## src/rtl/mem_stage_pkg.sv

```systemverilog
`default_nettype none
// ============================================================================
//  Module      : mem_stage_pkg
//  Description : Shared state encoding and default sizing constants for the
//                memory-access pipeline stage and its request timer.
//  Contents    : state_t (IDLE / REQ / RESP), DEFAULT_DATA_WIDTH,
//                DEFAULT_REGADDR_WIDTH, DEFAULT_TIMEOUT
//  Revision    : 1.0 - initial release
// ============================================================================
package mem_stage_pkg;

    localparam int DEFAULT_DATA_WIDTH    = 16;
    localparam int DEFAULT_REGADDR_WIDTH = 3;
    localparam int DEFAULT_TIMEOUT       = 15;

    typedef enum logic [1:0] {
        IDLE = 2'd0,
        REQ  = 2'd1,
        RESP = 2'd2
    } state_t;

endpackage : mem_stage_pkg
`default_nettype wire

```

## src/rtl/mem_req_timer.sv

```systemverilog
`default_nettype none
// ============================================================================
//  Module      : mem_req_timer
//  Description : Counts cycles spent waiting for a memory acknowledge and
//                flags the last permitted cycle.
//  Ports       : clk, reset  - clock, synchronous active-high reset
//                clear       - return count to zero
//                enable      - count this cycle (request outstanding)
//                expired     - high during the TIMEOUT-th enabled cycle
//  Revision    : 1.0 - initial release
// ============================================================================
module mem_req_timer
    import mem_stage_pkg::*;
#(
    parameter int TIMEOUT = DEFAULT_TIMEOUT
) (
    input  logic clk,
    input  logic reset,
    input  logic clear,
    input  logic enable,
    output logic expired
);

    localparam int                CNT_W = $clog2(TIMEOUT + 1);
    localparam logic [CNT_W-1:0]  LAST  = CNT_W'(TIMEOUT - 1);
    localparam logic [CNT_W-1:0]  LIMIT = CNT_W'(TIMEOUT);

    logic [CNT_W-1:0] count;

    // Saturates at TIMEOUT so the count can never wrap back into range.
    always_ff @(posedge clk) begin
        if (reset || clear) begin
            count <= '0;
        end else if (enable && (count != LIMIT)) begin
            count <= count + 1'b1;
        end
    end

    // Flagged one cycle early: the cycle whose increment reaches TIMEOUT is
    // the last cycle the request stays up.
    assign expired = enable && (count == LAST);

endmodule : mem_req_timer
`default_nettype wire

```

## src/rtl/mem_access_stage.sv

```systemverilog
`default_nettype none
// ============================================================================
//  Module      : mem_access_stage
//  Description : MEM pipeline stage. ALU ops pass straight through; loads and
//                stores stall the pipe, issue one data-memory request, and
//                present the result (or a timeout fault) for one cycle.
//  Ports       : ex_mem_*  - operation from the EX/MEM register
//                dmem_*    - data memory request / response handshake
//                mem_*     - toward the MEM/WB register, plus stall and fault
//  Revision    : 1.0 - initial release
// ============================================================================
module mem_access_stage
    import mem_stage_pkg::*;
#(
    parameter int DATA_WIDTH    = DEFAULT_DATA_WIDTH,
    parameter int REGADDR_WIDTH = DEFAULT_REGADDR_WIDTH,
    parameter int TIMEOUT       = DEFAULT_TIMEOUT
) (
    input  logic                     clk,
    input  logic                     reset,
    input  logic                     ex_mem_valid,
    input  logic                     ex_mem_reg_write,
    input  logic                     ex_mem_mem_read,
    input  logic                     ex_mem_mem_write,
    input  logic [DATA_WIDTH-1:0]    ex_mem_alu_result,
    input  logic [DATA_WIDTH-1:0]    ex_mem_write_data,
    input  logic [REGADDR_WIDTH-1:0] ex_mem_rd,
    output logic                     dmem_req,
    output logic                     dmem_we,
    output logic [DATA_WIDTH-1:0]    dmem_addr,
    output logic [DATA_WIDTH-1:0]    dmem_wdata,
    input  logic [DATA_WIDTH-1:0]    dmem_rdata,
    input  logic                     dmem_ack,
    output logic                     mem_stall,
    output logic                     mem_reg_write,
    output logic                     mem_mem_read,
    output logic [DATA_WIDTH-1:0]    mem_read_data,
    output logic [DATA_WIDTH-1:0]    mem_alu_result,
    output logic [REGADDR_WIDTH-1:0] mem_rd,
    output logic                     mem_fault
);

    state_t                   state;
    state_t                   state_next;
    logic [DATA_WIDTH-1:0]    lat_addr;
    logic [DATA_WIDTH-1:0]    lat_wdata;
    logic [DATA_WIDTH-1:0]    rdata_cap;
    logic [REGADDR_WIDTH-1:0] lat_rd;
    logic                     lat_reg_write;
    logic                     lat_read;
    logic                     fault;
    logic                     timer_expired;
    logic                     mem_op;

    assign mem_op = ex_mem_valid & (ex_mem_mem_read | ex_mem_mem_write);

    mem_req_timer #(
        .TIMEOUT (TIMEOUT)
    ) u_timer (
        .clk     (clk),
        .reset   (reset),
        .clear   (state == RESP),
        .enable  (state == REQ),
        .expired (timer_expired)
    );

    always_ff @(posedge clk) begin
        if (reset) begin
            state         <= IDLE;
            lat_addr      <= '0;
            lat_wdata     <= '0;
            lat_rd        <= '0;
            lat_reg_write <= 1'b0;
            lat_read      <= 1'b0;
            rdata_cap     <= '0;
            fault         <= 1'b0;
        end else begin
            state <= state_next;
            case (state)
                IDLE: begin
                    if (mem_op) begin
                        lat_addr      <= ex_mem_alu_result;
                        lat_wdata     <= ex_mem_write_data;
                        lat_rd        <= ex_mem_rd;
                        lat_reg_write <= ex_mem_reg_write;
                        // Read wins when both kinds are requested.
                        lat_read      <= ex_mem_mem_read;
                    end
                end
                REQ: begin
                    // An ack on the final timer cycle still counts as success.
                    if (dmem_ack) begin
                        rdata_cap <= lat_read ? dmem_rdata : '0;
                        fault     <= 1'b0;
                    end else if (timer_expired) begin
                        rdata_cap <= '0;
                        fault     <= 1'b1;
                    end
                end
                RESP: begin
                    rdata_cap <= '0;
                    fault     <= 1'b0;
                end
                default: ;
            endcase
        end
    end

    always_comb begin
        state_next     = state;
        dmem_req       = 1'b0;
        dmem_we        = 1'b0;
        dmem_addr      = '0;
        dmem_wdata     = '0;
        mem_stall      = 1'b0;
        mem_reg_write  = 1'b0;
        mem_mem_read   = 1'b0;
        mem_read_data  = '0;
        mem_alu_result = '0;
        mem_rd         = '0;
        mem_fault      = 1'b0;

        case (state)
            IDLE: begin
                if (mem_op) begin
                    // Stall immediately so EX/MEM holds while we take the op.
                    mem_stall  = 1'b1;
                    state_next = REQ;
                end else if (ex_mem_valid) begin
                    mem_reg_write  = ex_mem_reg_write;
                    mem_alu_result = ex_mem_alu_result;
                    mem_rd         = ex_mem_rd;
                end
            end
            REQ: begin
                dmem_req   = 1'b1;
                dmem_we    = ~lat_read;
                dmem_addr  = lat_addr;
                dmem_wdata = lat_wdata;
                mem_stall  = 1'b1;
                if (dmem_ack || timer_expired) begin
                    state_next = RESP;
                end
            end
            RESP: begin
                mem_alu_result = lat_addr;
                mem_rd         = lat_rd;
                mem_read_data  = rdata_cap;
                mem_mem_read   = lat_read & ~fault;
                mem_reg_write  = lat_reg_write & lat_read & ~fault;
                mem_fault      = fault;
                state_next     = IDLE;
            end
            default: state_next = IDLE;
        endcase

        // The IDLE passthrough is combinational, so force it quiet in reset.
        if (reset) begin
            dmem_req       = 1'b0;
            dmem_we        = 1'b0;
            dmem_addr      = '0;
            dmem_wdata     = '0;
            mem_stall      = 1'b0;
            mem_reg_write  = 1'b0;
            mem_mem_read   = 1'b0;
            mem_read_data  = '0;
            mem_alu_result = '0;
            mem_rd         = '0;
            mem_fault      = 1'b0;
        end
    end

endmodule : mem_access_stage
`default_nettype wire

```

## config.mk

```make
export PLATFORM = sky130hd
export DESIGN_NAME = mem_access_stage
export DESIGN_NICKNAME = d
export VERILOG_FILES = /design/src/rtl/mem_stage_pkg.sv /design/src/rtl/mem_req_timer.sv /design/src/rtl/mem_access_stage.sv
export SDC_FILE = /design/constraint.sdc
export NUM_CORES = 1
export LEC_CHECK = 0
export CELL_PAD_IN_SITES_DETAIL_PLACEMENT = 2
export CELL_PAD_IN_SITES_GLOBAL_PLACEMENT = 2
export CORE_MARGIN = 3
export CORE_UTILIZATION = 22
export CTS_CLUSTER_SIZE = 25
export DETAILED_ROUTE_END_ITERATION = 12
export HOLD_SLACK_MARGIN = 0.03
export PLACE_DENSITY = 0.85
export SYNTH_ARGS = -nofsm -noshare
export SYNTH_HDL_FRONTEND = slang
export SYNTH_SLANG_ARGS = --single-unit
export TNS_END_PERCENT = 50
```

## constraint.sdc

```tcl
create_clock -name clk -period 1.7 [get_ports clk]
set_clock_uncertainty 0.1 [all_clocks]
set_input_delay 0.34 -clock clk [delete_from_list [all_inputs] [get_ports clk]]
set_output_delay 0.34 -clock clk [all_outputs]
set_load 0.1 [all_outputs]
```

Word-level counts from Yosys, hierarchy flattened
Index checks and enable logic that the tools add are counted.
{"block": "totals", "memories": 0, "latchBits": 0, "ff_bits": 60, "inputBits": 58, "mem_bits_ro": 0, "output_inout_bits": 73, "word_cells": 72, "ram_bits": 0}
{"block": "op_classes", "mux": 39, "reduce_logical": 9, "n_bitwise": 7, "multipliers": 0, "n_eq_ne": 7, "n_lt_le_gt_ge": 0, "addsub": 1, "div": 0, "n_shift": 0}
{"operator": "$mux 16", "n": 12}
{"operator": "$pmux 16 s2", "n": 2}
{"operator": "$mux 1", "n": 15}
{"operator": "$mux 3", "n": 3}
{"operator": "$pmux 1 s2", "n": 3}
{"operator": "$pmux 3 s2", "n": 1}
{"operator": "$reduce_and 2->1", "n": 3}
{"operator": "$add 4x1->4 const B", "n": 1}
{"operator": "$and 1x1->1", "n": 4}
{"operator": "$eq 4x4->1 const B", "n": 1}
{"operator": "$mux 2", "n": 2}
{"operator": "$ne 2x2->1 const B", "n": 2}
{"operator": "$ne 4x4->1 const B", "n": 1}
{"operator": "$pmux 2 s2", "n": 1}
{"operator": "$ne 3x3->1 const B", "n": 1}
{"operator": "$eq 2x1->1 const B", "n": 1}
{"operator": "$eq 2x2->1 const B", "n": 1}
{"operator": "$logic_and 1x1->1", "n": 2}
{"operator": "$logic_not 2->1", "n": 1}
{"operator": "$logic_or 1x1->1", "n": 2}
{"operator": "$not 1->1", "n": 2}
{"operator": "$reduce_bool 2->1", "n": 1}
{"operator": "$or 1x1->1", "n": 1}

Longest topological paths before layout
Gate-level depths: netlist of the first run.
{"block": "logic_depth", "depth_word": 5, "depth_mapped": 8, "ltp_nobuf": 5}

Hierarchy
A second synthesis of the first run with hierarchy kept.
{"block": "hier_totals", "cells_unflattened": 325, "hier_area_um2": 2950.3}
{"mod": "mem_access_stage", "n_inst": 1, "cells_each": 303, "seq_area_each_um2": 1121.1, "area_each_um2": 2733.9}
{"mod": "mem_req_timer", "n_inst": 1, "cells_each": 22, "seq_area_each_um2": 80.1, "area_each_um2": 216.5}

Least setup slack after synthesis of the first run
No wires, ideal clock.
{"block": "synth_path", "kind": "input to output", "startpoint": "input reset", "endpoint": "output mem_mem_read", "path_stages": 3, "t_required_ns": 1.260, "n_path_buf": 2, "setup_slack_ns": -2.551, "arrival_time_ns": 3.811, "path_cell_list": "buf_2 clkbuf_1 nor4b_1"}
{"block": "synth_via", "elab_chain_cells": 1}
{"item": "start, declared", "line": "mem_access_stage.sv:20", "text": "input logic reset,"}
{"item": "$mux 1", "line": "mem_access_stage.sv:158", "text": "if (reset) begin"}
{"item": "end, declared", "line": "mem_access_stage.sv:36", "text": "output logic mem_mem_read,"}
Every way passes these cells.

Worst setup path in the final report of the first run
{"block": "layout_path", "startpoint": "register state[0]", "endpoint": "output mem_alu_result[13]"}
{"block": "layout_via", "elab_chain_cells": 3, "elab_cells_between_ends": 4, "classes_between": "eq/ne: 1; mux: 2; reduce/logical: 1"}
{"item": "start, declared", "line": "mem_access_stage.sv:43", "text": "state_t state;"}
{"item": "start signal, assigned", "line": "mem_access_stage.sv:78", "text": "state <= state_next;"}
{"item": "$eq 2x2->1 / $logic_not 2->1 (equally long branches)", "line": "mem_access_stage.sv:123", "text": "case (state)"}
{"item": "$pmux 16 s2 (*)", "line": "mem_access_stage.sv:123"}
{"item": "$mux 16 (*)", "line": "mem_access_stage.sv:158"}
{"item": "end, declared", "line": "mem_access_stage.sv:38", "text": "output logic [DATA_WIDTH-1:0] mem_alu_result,"}
Mark *: on every way between the ends. The rest lies on a longest branch, timed or not.

==> flow_metrics.env, run 1 <==
export IMPL_cp_data_arrival_time_ns=1.74
export IMPL_pwr_share_clk=0.406
export IMPL_grt_pass1_vias=4501
export IMPL_r2r_start="state[1]"
export IMPL_gp_congestion=0.7578
export IMPL_grt_first_pass_wirelength_mm=29.10
export IMPL_synth_area_um2=3157
export IMPL_finalWorstSetupSlack_ns=-0.4783
export IMPL_drc=0
export IMPL_slew_viol_final=0
export IMPL_num_nets_final=609
export IMPL_area_growth_pct=124.6
export IMPL_cts_buffers=9
export IMPL_min_path_type="flip-flop to flip-flop"
export IMPL_ys_seq_area_frac=0.3805
export IMPL_yosys_top_cells_area="dfxtp_1 38%, a31o_2 8.9%, nand2b_1 7.5%"
export IMPL_switching_share=0.3119
export IMPL_root_buffer="clkbuf_16"
export IMPL_yosysTopAreaCell="dfxtp_1"
export IMPL_first_pass_iters=4
export IMPL_dieArea_um2=15820
export IMPL_grt_max_degree=29
export IMPL_finalSetupViolations=126
export IMPL_cts_hold_buf=0
export IMPL_preCtsSetupSlack_ns=-0.5655
export IMPL_gr_total_overflow=0
export IMPL_grt_antenna_before_repair=1
export IMPL_synth_common_cells="60 x dfxtp_1, 43 x a21oi_1, 38 x nand2b_1"
export IMPL_coreArea_um2=13930
export IMPL_tightest_slew_ns=0.4055
export IMPL_die_w_um=125.8
export IMPL_synth_avg_cell_area_um2=8.532
export IMPL_fin_crit_ns=2.178
export IMPL_worstPathMaxFanout=5
export IMPL_p_per_area_nw_per_um2=667.7
export IMPL_status="finished, violations left"
export IMPL_netlist_instances=370
export IMPL_n_antenna_cell=0
export IMPL_final_antenna_net_count=0
export IMPL_rsz0062_at_grt="yes"
export IMPL_p_comb_frac=0.265
export IMPL_wl_mm=20.61
export IMPL_drive_gt1_frac=0.5632
export IMPL_hold_start="rdata_cap[4]"
export IMPL_ir_drop_uv=474.9
export IMPL_synth_nets=430
export IMPL_synth_top_cell_area_share=0.3805
export IMPL_drv_cap=0
export IMPL_setup_tns_ns=-32.81
export IMPL_clk_latency_ns=0.35
export IMPL_path_clk_slew_ns=0.05
export IMPL_clock_sinks=60
export IMPL_finalPower_uw=4734
export IMPL_seqPwrFrac=0.329
export IMPL_ys_types=38
export IMPL_leakagePower_uw=0.002682
export IMPL_start_kind="flip-flop"
export IMPL_netSwitchingPower_uw=1476
export IMPL_synthFlopType="dfxtp_1"
export IMPL_initial_core_util=0.2265
export IMPL_wl_per_cell_um=28.07
export IMPL_clk_path_buf_depth=2
export IMPL_ys_seq_elements=60
export IMPL_vias=3867
export IMPL_violations="negative setup slack"
export IMPL_startpoint="state[0]"
export IMPL_criticalPathCategory="flip-flop to primary output"
export IMPL_yosysMostFrequentCell="dfxtp_1"
export IMPL_fmax_mhz=459.1
export IMPL_crit_required_ns=1.26
export IMPL_ys_warnings_count=0
export IMPL_cts_tree="built"
export IMPL_endpoint_kind="primary output"
export IMPL_internal_power_uw=3258
export IMPL_hold_viol_final=0
export IMPL_htree_levels=3
export IMPL_dp_final_hpwl_mm=11.66
export IMPL_drt_first_iter_violations=237
export IMPL_drt_vias_per_instance=5.268
export IMPL_rows=43
export IMPL_timing_final_crit_share=1.281
export IMPL_grt_usage=0.2433
export IMPL_max_slew_margin=0.7290
export IMPL_synth_edf_count=0
export IMPL_ys_async_sr_fraction=0
export IMPL_die_h_um=125.8
export IMPL_io_buffers=130
export IMPL_num_io_pins=131
-- per-stage QoR --
step / area, um^2 / instances / hold WS (ns) / utilization
after floorplan: 3685 / 370 / 0.3335 / -
after global placement: 6120 / 695 / 0.3483 / 0.4392
after detailed placement: 6120 / 695 / 0.3526 / 0.4392
after CTS: 6915 / 729 / 0.3585 / 0.4963
after global routing: 7091 / 734 / 0.3949 / 0.5088
final: 7091 / 734 / 0.3796 / 0.5088
-- placed cells by master (no fill, tap or decap), types with 2 or more instances in the layout --
master | Yosys | routed
buf_12 | 0 | 87
dfxtp_1 | 60 | 57
buf_4 | 7 | 53
clkdlybuf4s50_1 | 0 | 53
a21oi_1 | 43 | 41
nand2b_1 | 38 | 36
a31o_2 | 32 | 32
and2_4 | 0 | 28
nor2_4 | 0 | 21
and3_4 | 0 | 18
a22o_1 | 16 | 16
clkbuf_16 | 0 | 12
a32oi_2 | 0 | 10
a32oi_4 | 0 | 9
buf_6 | 1 | 6
and2_2 | 0 | 5
nand3_1 | 6 | 5
nand2_1 | 4 | 4
a31o_1 | 4 | 4
clkinv_2 | 0 | 4
inv_1 | 3 | 3
nor3_1 | 4 | 3
nor2b_4 | 0 | 2
nand2b_4 | 0 | 2
a21oi_4 | 0 | 2
nand4_1 | 2 | 2
nor4_1 | 2 | 2
a211oi_1 | 2 | 2
ha_1 | 2 | 2
clkbuf_8 | 0 | 2
buf_16 | 0 | 2
dlygate4sd2_1 | 0 | 2
dfxtp_2 | 0 | 2
-- final timing paths --
| check | to | slack (ns) | depth (start not counted) |
|---|---|---|---|
| max | mem_alu_result[13] | -0.48 | 7 |
| min | rdata_cap[4] | 0.38 | 1 |
| max reg2reg | lat_wdata[0] | -0.11 | 7 |
| min reg2reg | rdata_cap[4] | 0.38 | 1 |
-- critical path: stages, from the launching register on --
cell,delay (ns)
dfxtp_4,0.36
buf_6,0.13
nor2b_4,0.14
buf_12,0.15
clkbuf_16,0.16
a32oi_2,0.07
nor2_4,0.17
buf_12,0.20
-- cell families after synthesis --
logic type | share of synthesized area
AOI/OAI and AO/OA | 0.2830
adders and majority gates | 0.007926
buffers and inverters | 0.06976
DFF | 0.3805
muxes | 0.003567
and+or+nand+nor | 0.2553
-- power groups by stage --
stage	clock (uW)	sequential, uW	combinational (uW)
floorplan	0	1550	582
global placement	0	1560	974
detailed placement	0	1570	1020
CTS	1940	1550	1160
global route	2020	1560	1300
finish	1920	1560	1250
-- layer usage --
layer  vias up  wire [um]  track usage
li1       1708          -            -
met1      1975       7676       0.2573
met2       149      11300       0.4512
met3        35       1041      0.06658
met4         0        592       0.1047
met5         -          0            0
-- layout make-up --
type / instances / area [um^2]
fill: 1321 / 6844
timing repair buffer: 209 / 2915
multi-input combinational: 264 / 2414
sequential: 60 / 1207
clock buffer: 11 / 252.7
tap: 180 / 225.2
clock inverter: 5 / 50.05
inverter: 5 / 26.28
-- flip-flops by register name (all words and copies together), names as in the netlist --
register / cells
fault: 1
lat_wdata: 16
lat_addr: 16
lat_read: 1
rdata_cap: 16
lat_reg_write: 1
lat_rd: 3
state: 2
u_timer.count: 4
-- repair_timing --
item	in CTS	in global routing
buffers inserted	15	3
gates resized for setup	76	22
cloned	3	3
pin swaps	33	11
endpoints found under the setup margin	127	129
Power figures use the tool's default switching activity.
==> inputs of run 2 (changes only) <==
CAP_MARGIN = 10   (was default)
CORE_MARGIN = default   (was 3)
==> flow_metrics.env, run 2 (synthesis results as in run 1) <==
export IMPL_status="finished, violations left"
export IMPL_violations="negative setup slack"
export IMPL_final_antenna_net_count=0
export IMPL_finalSetupViolations=89
export IMPL_cp_data_arrival_time_ns=1.77
export IMPL_gr_total_overflow=0
export IMPL_endpoint_kind="primary output"
export IMPL_cts_hold_buf=0
export IMPL_clock_sinks=60
export IMPL_fin_crit_ns=2.210
export IMPL_p_per_area_nw_per_um2=639.0
export IMPL_area_growth_pct=123.5
export IMPL_stdcell_area_um2=7054
export IMPL_dp_final_hpwl_mm=11.42
export IMPL_met1_usage=0.2501
export IMPL_start_kind="flip-flop"
export IMPL_hold_viol_final=0
export IMPL_stdcell_count=728
export IMPL_die_w_um=121.8
export IMPL_vias=3738
export IMPL_critPathTopFamily="buffers and inverters"
export IMPL_cp_num_buf_inv=3
export IMPL_grt_busiest_layer="met2"
export IMPL_n_antenna_cell=0
export IMPL_dieArea_um2=14830
export IMPL_layout_commonest_cell="buf_12"
export IMPL_num_io_pins=131
export IMPL_drc=0
export IMPL_grt_first_pass_wirelength_mm=26.13
export IMPL_worstPathMaxFanout=5
export IMPL_drt_vias_per_instance=5.135
export IMPL_clk_latency_ns=0.34
export IMPL_path_clk_slew_ns=0.05
export IMPL_crit_top_cell="buf_12"
export IMPL_htree_levels=3
export IMPL_rsz0062_at_grt="yes"
export IMPL_clk_path_buf_depth=2
export IMPL_rows=43
export IMPL_grt_max_degree=25
export IMPL_post_route_util=0.5062
export IMPL_coreArea_um2=13930
export IMPL_root_buffer="clkbuf_16"
export IMPL_worst_path_max_delay_cell="dfxtp_4"
export IMPL_leakagePower_uw=0.002676
export IMPL_die_h_um=121.8
export IMPL_drt_first_iter_violations=164
export IMPL_criticalPathCategory="flip-flop to primary output"
export IMPL_rrSetupSlack_ns=-0.08
export IMPL_initial_core_util=0.2265
export IMPL_place_area_um2=6092
export IMPL_max_slew_margin=0.7258
export IMPL_wl_per_cell_um=26.29
export IMPL_wl_mm=19.14
export IMPL_dp_cells=693
export IMPL_io_buffers=130
export IMPL_timing_final_crit_share=1.300
export IMPL_slew_viol_final=0
export IMPL_crit_required_ns=1.26
export IMPL_layout_common_cells="89 x buf_12, 57 x dfxtp_1, 53 x clkdlybuf4s50_1"
export IMPL_gp_congestion=0.7572
export IMPL_num_nets_final=605
export IMPL_min_path_type="flip-flop to flip-flop"
export IMPL_cts_buffers=9
export IMPL_grt_antenna_before_repair=0
export IMPL_cts_tree="built"
export IMPL_drv_cap=0
export IMPL_ir_drop_uv=606.1
export IMPL_finalWorstSetupSlack_ns=-0.5099
export IMPL_top_regs="lat_addr: 16 flops, lat_wdata: 16 flops, rdata_cap: 16 flops"
export IMPL_grt_pass1_vias=4363
export IMPL_tightest_slew_ns=0.4114
export IMPL_grt_use_met2=0.4537
export IMPL_grtUsageMet3=0.05712
export IMPL_cpPeakStageDelay_ns=0.37
export IMPL_grt_usage=0.2385
export IMPL_first_pass_iters=4
export IMPL_fmax_mhz=452.5
export IMPL_drive_gt1_frac=0.5566
export IMPL_path_cells="buf_6, nor2b_4, buf_12, nand4b_1, a21oi_4, buf_12"
==> run 2: cell count changes in the layout (fill, tap and decap cells not counted), sizes merged <==
cell	delta
dlygate4sd2	+1
bufinv	-1
clkdlybuf4s15	-1
inv	-1
buf	-6
clkbuf	+2
==> run 2: where the power goes <==
group	internal (uW)	total (uW)	leakage [uW]	switching, uW
clock network	1000	1710	0.000131	704
registers	1480	1550	0.000491	76.0
logic	583	1250	0.00205	665
==> run 2: layer usage <==
metal  wire, um  vias to the layer above
met1       7118                     1872
li1           -                     1690
met2      10490                      139
met3        939                       37
met4        592                        0
met5          0                        -
==> run 2: repair_timing <==
item | 4_1_cts | 5_1_grt
setup endpoints to repair | 126 | 127
gates resized for setup | 65 | 43
pin swaps | 15 | 42
setup buffers | 6 | 8
cloned | 3 | 5
==> run 2: per-stage QoR <==
step / setup TNS (ns) / power [uW] / setup slack, ns / hold slack [ns]
floorplan: -13.38 / 2129 / -0.3909 / 0.3335
global placement: -31.99 / 2527 / -0.5826 / 0.3486
detailed placement: -37.66 / 2582 / -0.6557 / 0.3532
CTS: -27.42 / 4379 / -0.4480 / 0.3820
global route: -37.09 / 4648 / -0.5673 / 0.4026
finish: -31.06 / 4508 / -0.5099 / 0.3776
==> run 2: area by class of cell <==
cell class,count,area [um^2]
clock inverter,3,15.01
multi-input combinational,264,2391
clock buffer,11,242.7
timing repair buffer,205,2939
sequential,60,1210
fill,1347,6880
tap,180,225.2
inverter,5,31.28
==> run 2: worst register-to-register path, delay by kind of cell (launching register included) <==
kind,cells,cell delay (ns)
AOI/OAI and AO/OA,1,0.26
buffers and inverters,4,0.54
DFF,1,0.39
and+or+nand+nor,3,0.37
==> run 2: path summary, 6_finish.rpt <==
kind         cells after the start     startpoint             to
max                              6       state[0]  mem_reg_write
min                              1  rdata_cap[12]  rdata_cap[12]
max reg2reg                      8       state[1]   rdata_cap[6]
min reg2reg                      1  rdata_cap[12]  rdata_cap[12]
